==> config.mk <==
export PLATFORM = sky130hd
export DESIGN_NAME = sc_player_move_ctrl
export DESIGN_NICKNAME = d
export VERILOG_FILES = /design/src/rtl/sc_player_pkg.sv /design/src/rtl/sc_repeat_timer.sv /design/src/rtl/sc_player_move_ctrl.sv
export SDC_FILE = /design/constraint.sdc
export NUM_CORES = 1
export LEC_CHECK = 0
export ABC_AREA = 1
export CORE_MARGIN = 2
export CORE_UTILIZATION = 45
export CTS_BUF_LIST = sky130_fd_sc_hd__clkbuf_16
export CTS_CLUSTER_DIAMETER = 50
export DETAILED_ROUTE_END_ITERATION = 8
export PLACE_DENSITY = 0.8
export SYNTH_ARGS = -nofsm -noshare
export SYNTH_HDL_FRONTEND = slang
export SYNTH_SLANG_ARGS = --single-unit
export TNS_END_PERCENT = 50
==> constraint.sdc <==
create_clock -name SC_PLAYERMOVE_CLOCK_50 -period 2.12 [get_ports SC_PLAYERMOVE_CLOCK_50]
set_input_delay 0.636 -clock SC_PLAYERMOVE_CLOCK_50 [delete_from_list [all_inputs] [get_ports SC_PLAYERMOVE_CLOCK_50]]
set_output_delay 0.636 -clock SC_PLAYERMOVE_CLOCK_50 [all_outputs]
set_load 0.01 [all_outputs]
==> src/rtl/sc_player_pkg.sv <==
// Shared types for the frog-matrix player controller: FSM states, captured-button codes
// and the shift-selection encodings driven to the player matrix.
package sc_player_pkg;

    typedef enum logic [3:0] {
        RESET,
        START,
        CHECK,
        INIT,
        UP,
        DOWN,
        LEFT,
        RIGHT,
        HOLD
    } playerState_e;

    typedef enum logic [2:0] {
        BTN_NONE,
        BTN_START,
        BTN_UP,
        BTN_DOWN,
        BTN_LEFT,
        BTN_RIGHT
    } playerBtn_e;

    localparam logic [1:0] SHIFT_HOLD  = 2'b11;
    localparam logic [1:0] SHIFT_LEFT  = 2'b01;
    localparam logic [1:0] SHIFT_RIGHT = 2'b10;

    // Maps a movement button onto the state that issues its command.
    function automatic playerState_e moveState(input playerBtn_e btn);
        playerState_e result;
        case (btn)
            BTN_UP:    result = UP;
            BTN_DOWN:  result = DOWN;
            BTN_LEFT:  result = LEFT;
            BTN_RIGHT: result = RIGHT;
            default:   result = HOLD;
        endcase
        return result;
    endfunction

endpackage

==> src/rtl/sc_repeat_timer.sv <==
// Counts cycles spent holding a move button; raises done once the auto-repeat interval has elapsed.
module sc_repeat_timer #(
    parameter int REPEAT_CYCLES = 0
) (
    input  logic clk_i,
    input  logic rst_i,
    input  logic clear_i,
    input  logic enable_i,
    output logic done_o
);

    localparam int CW = (REPEAT_CYCLES > 0) ? $clog2(REPEAT_CYCLES + 1) : 1;
    localparam logic [CW-1:0] LAST = (REPEAT_CYCLES > 0) ? CW'(REPEAT_CYCLES - 1) : '0;

    logic [CW-1:0] countQ, countD;

    // The count parks on its terminal value instead of wrapping, so done stays stable until cleared.
    assign done_o = (REPEAT_CYCLES > 0) && (countQ == LAST);

    always_comb begin
        countD = countQ;
        if (clear_i) begin
            countD = '0;
        end else if (enable_i && !done_o) begin
            countD = countQ + CW'(1);
        end
    end

    always_ff @(posedge clk_i or posedge rst_i) begin
        if (rst_i) begin
            countQ <= '0;
        end else begin
            countQ <= countD;
        end
    end

endmodule

==> src/rtl/sc_player_move_ctrl.sv <==
// Player-movement controller: turns active-low buttons into one-cycle matrix shift commands,
// tracking the player position so that no move ever leaves the board.
module sc_player_move_ctrl
    import sc_player_pkg::*;
#(
    parameter int ROWS          = 8,
    parameter int COLS          = 8,
    parameter int START_COL     = 3,
    parameter int REPEAT_CYCLES = 0
) (
    input  logic                     SC_PLAYERMOVE_CLOCK_50,
    input  logic                     SC_PLAYERMOVE_RESET_InHigh,
    input  logic                     SC_PLAYERMOVE_startButton_InLow,
    input  logic                     SC_PLAYERMOVE_upButton_InLow,
    input  logic                     SC_PLAYERMOVE_downButton_InLow,
    input  logic                     SC_PLAYERMOVE_leftButton_InLow,
    input  logic                     SC_PLAYERMOVE_rightButton_InLow,
    input  logic                     SC_PLAYERMOVE_levelReset_InHigh,
    input  logic                     SC_PLAYERMOVE_nextLevel_InHigh,
    output logic                     SC_PLAYERMOVE_clear_OutLow,
    output logic                     SC_PLAYERMOVE_load0_OutLow,
    output logic                     SC_PLAYERMOVE_load1_OutLow,
    output logic [1:0]               SC_PLAYERMOVE_shiftselection_Out,
    output logic [$clog2(ROWS)-1:0]  SC_PLAYERMOVE_row_Out,
    output logic [$clog2(COLS)-1:0]  SC_PLAYERMOVE_col_Out,
    output logic                     SC_PLAYERMOVE_reachedTop_OutHigh
);

    localparam int RW = $clog2(ROWS);
    localparam int CW = $clog2(COLS);
    localparam logic [RW-1:0] ROW_BOTTOM = RW'(ROWS - 1);
    localparam logic [CW-1:0] COL_RIGHT  = CW'(COLS - 1);
    localparam logic [CW-1:0] COL_START  = CW'(START_COL);

    logic startP, upP, downP, leftP, rightP, anyPressed, quitReq;
    logic capturedHeld, timerDone, timerEnable, timerClear;
    playerState_e stateQ, stateD;
    playerBtn_e heldQ, heldD, pressedBtn;
    logic [RW-1:0] rowQ, rowD;
    logic [CW-1:0] colQ, colD;
    logic clearQ, load0Q, load1Q, reachedTopQ;
    logic [1:0] shiftQ;

    assign startP     = ~SC_PLAYERMOVE_startButton_InLow;
    assign upP        = ~SC_PLAYERMOVE_upButton_InLow;
    assign downP      = ~SC_PLAYERMOVE_downButton_InLow;
    assign leftP      = ~SC_PLAYERMOVE_leftButton_InLow;
    assign rightP     = ~SC_PLAYERMOVE_rightButton_InLow;
    assign anyPressed = startP | upP | downP | leftP | rightP;
    assign quitReq    = SC_PLAYERMOVE_levelReset_InHigh | SC_PLAYERMOVE_nextLevel_InHigh;

    // A move is legal only if the registered position leaves room in that direction.
    function automatic logic legalMove(input playerBtn_e btn, input logic [RW-1:0] r,
                                       input logic [CW-1:0] c);
        logic ok;
        case (btn)
            BTN_UP:    ok = (r != '0);
            BTN_DOWN:  ok = (r != ROW_BOTTOM);
            BTN_LEFT:  ok = (c != '0);
            BTN_RIGHT: ok = (c != COL_RIGHT);
            default:   ok = 1'b0;
        endcase
        return ok;
    endfunction

    always_comb begin
        pressedBtn = BTN_NONE;
        if (startP)      pressedBtn = BTN_START;
        else if (upP)    pressedBtn = BTN_UP;
        else if (downP)  pressedBtn = BTN_DOWN;
        else if (leftP)  pressedBtn = BTN_LEFT;
        else if (rightP) pressedBtn = BTN_RIGHT;
    end

    // Start is deliberately never "held" so it cannot auto-repeat.
    always_comb begin
        case (heldQ)
            BTN_UP:    capturedHeld = upP;
            BTN_DOWN:  capturedHeld = downP;
            BTN_LEFT:  capturedHeld = leftP;
            BTN_RIGHT: capturedHeld = rightP;
            default:   capturedHeld = 1'b0;
        endcase
    end

    assign timerEnable = (stateQ == HOLD) && capturedHeld;
    assign timerClear  = !timerEnable;

    sc_repeat_timer #(
        .REPEAT_CYCLES(REPEAT_CYCLES)
    ) uRepeatTimer (
        .clk_i    (SC_PLAYERMOVE_CLOCK_50),
        .rst_i    (SC_PLAYERMOVE_RESET_InHigh),
        .clear_i  (timerClear),
        .enable_i (timerEnable),
        .done_o   (timerDone)
    );

    always_comb begin
        stateD = stateQ;
        heldD  = heldQ;
        case (stateQ)
            RESET: stateD = START;
            START: stateD = CHECK;
            CHECK: begin
                if (quitReq) begin
                    stateD = RESET;
                end else if (pressedBtn != BTN_NONE) begin
                    heldD = pressedBtn;
                    if (pressedBtn == BTN_START) begin
                        stateD = INIT;
                    end else if (legalMove(pressedBtn, rowQ, colQ)) begin
                        stateD = moveState(pressedBtn);
                    end else begin
                        stateD = HOLD;
                    end
                end
            end
            INIT, UP, DOWN, LEFT, RIGHT: stateD = HOLD;
            HOLD: begin
                if (quitReq) begin
                    stateD = RESET;
                end else if (!anyPressed) begin
                    stateD = CHECK;
                end else if (capturedHeld && timerDone && legalMove(heldQ, rowQ, colQ)) begin
                    stateD = moveState(heldQ);
                end
            end
            default: stateD = RESET;
        endcase
    end

    // Position moves on the same edge that enters the command state, matching the matrix shift.
    always_comb begin
        rowD = rowQ;
        colD = colQ;
        case (stateD)
            INIT: begin
                rowD = ROW_BOTTOM;
                colD = COL_START;
            end
            UP:      rowD = rowQ - RW'(1);
            DOWN:    rowD = rowQ + RW'(1);
            LEFT:    colD = colQ - CW'(1);
            RIGHT:   colD = colQ + CW'(1);
            default: ;
        endcase
    end

    always_ff @(posedge SC_PLAYERMOVE_CLOCK_50 or posedge SC_PLAYERMOVE_RESET_InHigh) begin
        if (SC_PLAYERMOVE_RESET_InHigh) begin
            stateQ      <= RESET;
            heldQ       <= BTN_NONE;
            rowQ        <= ROW_BOTTOM;
            colQ        <= COL_START;
            clearQ      <= 1'b1;
            load0Q      <= 1'b1;
            load1Q      <= 1'b1;
            shiftQ      <= SHIFT_HOLD;
            reachedTopQ <= 1'b0;
        end else begin
            stateQ      <= stateD;
            heldQ       <= heldD;
            rowQ        <= rowD;
            colQ        <= colD;
            clearQ      <= (stateD != INIT);
            load0Q      <= (stateD != UP);
            load1Q      <= (stateD != DOWN);
            shiftQ      <= (stateD == LEFT)  ? SHIFT_LEFT :
                           (stateD == RIGHT) ? SHIFT_RIGHT : SHIFT_HOLD;
            reachedTopQ <= (stateQ == UP) && (rowQ == '0);
        end
    end

    assign SC_PLAYERMOVE_clear_OutLow       = clearQ;
    assign SC_PLAYERMOVE_load0_OutLow       = load0Q;
    assign SC_PLAYERMOVE_load1_OutLow       = load1Q;
    assign SC_PLAYERMOVE_shiftselection_Out = shiftQ;
    assign SC_PLAYERMOVE_row_Out            = rowQ;
    assign SC_PLAYERMOVE_col_Out            = colQ;
    assign SC_PLAYERMOVE_reachedTop_OutHigh = reachedTopQ;

endmodule

==> flow_metrics.env <==
export IMPL_crit_arrival_ps=2630
export IMPL_finalPower_mw=1.94
export IMPL_grt_pass1_vias=1096
export IMPL_rsz0062_at_grt="true"
export IMPL_cap_violations=0
export IMPL_seq_power_share_pct=24.4
export IMPL_avgSynthCellArea_um2=8.71
export IMPL_synth_edf_count=0
export IMPL_critical_path_class="reg -> reg"
export IMPL_grtUsageTotal_pct=26.4
export IMPL_leakagePower_nw=0.900
export IMPL_cts_clk_slew_worst_paths_ps=50
export IMPL_clkLatencyLatePin_ps=250
export IMPL_async_flop_share_pct=100
export IMPL_violations="setup timing"
export IMPL_hold_depth=2
export IMPL_finalCriticalPeriod_ps=2450
export IMPL_drc=0
export IMPL_rrSetupSlack_ps=-330
export IMPL_h_tree_depth=1
export IMPL_die_w_um=52.4
export IMPL_power_frac_clock_pct=19.7
export IMPL_synth_area_um2=1050
export IMPL_clock_sinks=16
export IMPL_via_count=1118
export IMPL_gp_congestion=0.872
export IMPL_p_sw_share_pct=38.8
export IMPL_cts_path_max_buffers=2
export IMPL_fp_row_count=17
export IMPL_start_util_pct=47.6
export IMPL_required_ps=2310
export IMPL_syn_nets=132
export IMPL_r2r_end="SC_PLAYERMOVE_row_Out[2]$_DFFE_PP1P_"
export IMPL_combPwrFrac_pct=55.8
export IMPL_grt_pass1_wl_um=5170
export IMPL_ys_warnings_count=0
export IMPL_coreArea_um2=2210
export IMPL_final_cell_mix="buf_4 (41), nand2_1 (16), inv_1 (12), clkdlybuf4s50_1 (11), dfstp_2 (10)"
export IMPL_io_buffers=20
export IMPL_min_to="stateQ[3]$_DFF_PP0_"
export IMPL_postSynthCellCount=121
export IMPL_power_density_nw_per_um2=1050
export IMPL_finalWirelength_um=3470
export IMPL_worst_slack_ps=-326
export IMPL_dr_pass1_iters=4
export IMPL_dp_hpwl_um=1980
export IMPL_fin_nets=199
export IMPL_met1_length_um=1420
export IMPL_finalSetupViolations=5
export IMPL_synth_flop_cell="dfstp_2"
export IMPL_highest_layer="met4"
export IMPL_cts_root_buffer_cell="clkbuf_16"
export IMPL_drv_slew=0
export IMPL_synth_seq_area_share_pct=39.2
export IMPL_numCtsBuffers=3
export IMPL_synth_cell_type_count=29
export IMPL_drtIter0Drc=24
export IMPL_hold_slack_ps=574
export IMPL_die_h_um=52.4
export IMPL_critPathLaunchType="flop"
export IMPL_p_int_mw=1.19
export IMPL_vias_per_cell=5.20
export IMPL_ir_drop_mv=0.701
export IMPL_ios=21
export IMPL_hp_start="stateQ[0]$_DFF_PP0_"
export IMPL_status="finished, violations left"
export IMPL_p_switching_mw=0.752
export IMPL_end_kind="flop"
export IMPL_cts_tree="built"
export IMPL_finalHoldViolations=0
export IMPL_drive_above_1_share_pct=63.1
export IMPL_grt_max_degree=17
export IMPL_wl_per_cell_um=16.1
export IMPL_fin_crit_sh_pct=115
export IMPL_antenna_left=0
export IMPL_hold_path_class="reg -> reg"
export IMPL_fin_area_um2=1840
export IMPL_holdBufCountCts=0
export IMPL_worst_pin_slew_ps=622
export IMPL_skew_ps=3.12
export IMPL_areaGrowthSynthToFinish_pct=74.7
export IMPL_mostFrequentLayoutCell="buf_4"
export IMPL_fillCellCount=128
export IMPL_die_area_um2=2740
export IMPL_route_met3_wl_um=215
export IMPL_max_clock_freq_mhz=409
export IMPL_worstReg2RegStart="SC_PLAYERMOVE_col_Out[1]$_DFFE_PP1P_"
export IMPL_antenna_cells=0
export IMPL_globalRouteOverflowTotal=0
export IMPL_critPathMaxFanout=3
export IMPL_synth_seq_cells=16
export IMPL_max_slew_margin_pct=58.5
export IMPL_place_area_um2=1540
export IMPL_reg2reg_depth=16
export IMPL_routed_wl_met2_um=1750
export IMPL_grt_antenna_before_repair=0
state kept, by name, indices dropped and copies added (netlist names):
name	flops
SC_PLAYERMOVE_reachedTop_OutHigh	1
SC_PLAYERMOVE_col_Out	3
SC_PLAYERMOVE_load0_OutLow	1
SC_PLAYERMOVE_load1_OutLow	1
SC_PLAYERMOVE_row_Out	3
stateQ	4
SC_PLAYERMOVE_clear_OutLow	1
SC_PLAYERMOVE_shiftselection_Out	2
critical path, cell delays in order, from the launching register on:
cell	delay [ps]
dfstp_2	530
inv_1	70
nand3_1	110
nand2_1	100
nor2_4	150
nor2_4	70
nand3_4	70
nand2_4	70
inv_6	60
nand4_1	150
fa_2	400
xnor2_2	220
inv_1	90
a21oi_2	140
nand2_1	70
nand2_1	50
inv_1	30
synthesized netlist by cell type (2+ instances only):
cell | count | area share (%)
nand2_1 | 23 | 8.2
inv_1 | 15 | 5.3
dfstp_2 | 10 | 25
nor2_1 | 10 | 3.6
nand3_1 | 7 | 3.3
nor2_2 | 7 | 4.2
dfrtp_1 | 6 | 14
nand2_4 | 5 | 5.3
inv_2 | 4 | 1.4
nand2_2 | 4 | 2.4
nand4_1 | 4 | 2.4
nand3_4 | 3 | 5.0
o21ai_2 | 3 | 2.5
fa_1 | 2 | 3.8
nor3_2 | 2 | 1.9
o21ai_1 | 2 | 0.95
xnor2_1 | 2 | 1.7
what timing repair did:
item	CTS	global route
pin swaps	27	14
setup buffers	7	6
gates resized for setup	57	16
endpoints found under the setup margin	7	6
cells by family (layout without fill, tap and decap cells):
kind of cell / count (synthesis) / count (layout) / share of synthesized area (%)
compound gates: 9 / 9 / 6.89
xor+xnor: 3 / 3 / 2.49
fa+ha+maj: 2 / 2 / 3.80
buf+inv: 20 / 86 / 7.60
flops: 16 / 16 / 39.2
simple gates: 71 / 71 / 40.0
final cells by class:
cell class,instances,area [µm²],share of cell area (%)
clock inverter,1,3.75,0.204
tap,28,35.0,1.90
multi-input combinational,85,701,38.1
timing repair buffer,62,528,28.7
inverter,20,85.1,4.62
sequential,16,413,22.4
clock buffer,3,75.1,4.08
through the flow:
step / utilization, % / cells / setup WS (ps) / setup TNS, ps
floorplan: - / 121 / -220 / -486
global placement: 69.8 / 198 / -808 / -3960
finish: 83.2 / 215 / -326 / -852
CTS: 78.8 / 209 / -188 / -382
global route: 83.2 / 215 / -420 / -1260
detailed placement: 69.8 / 198 / -947 / -4980
worst max-delay path by stage:
stage	startpoint	endpoint	slack [ps]	cells past startpoint
after floorplan	SC_PLAYERMOVE_upButton_InLow	SC_PLAYERMOVE_row_Out[2]$_DFFE_PP1P_	-220	12
after global placement	SC_PLAYERMOVE_startButton_InLow	SC_PLAYERMOVE_row_Out[2]$_DFFE_PP1P_	-810	15
after detailed placement	SC_PLAYERMOVE_startButton_InLow	SC_PLAYERMOVE_row_Out[2]$_DFFE_PP1P_	-950	15
after CTS	SC_PLAYERMOVE_row_Out[0]$_DFFE_PP1P_	SC_PLAYERMOVE_row_Out[2]$_DFFE_PP1P_	-190	14
after global routing	SC_PLAYERMOVE_col_Out[1]$_DFFE_PP1P_	SC_PLAYERMOVE_row_Out[2]$_DFFE_PP1P_	-420	16
final	SC_PLAYERMOVE_col_Out[1]$_DFFE_PP1P_	SC_PLAYERMOVE_row_Out[2]$_DFFE_PP1P_	-330	16
power by group through the flow:
stage | Sequential (mW) | Combinational, mW | Clock, mW
after floorplan | 0.516 | 0.416 | 0
after global placement | 0.462 | 0.878 | 0
after detailed placement | 0.468 | 0.906 | 0
after CTS | 0.463 | 0.994 | 0.378
after global routing | 0.477 | 1.16 | 0.398
final | 0.474 | 1.08 | 0.383
metal layers:
| layer | track usage [%] | vias up |
|---|---|---|
| met5 | 0 | - |
| met4 | 12.8 | 0 |
| met3 | 3.71 | 8 |
| met2 | 44.0 | 49 |
| met1 | 33.5 | 543 |
| li1 | - | 518 |
Note: power is estimated with default switching activity, not from simulation.
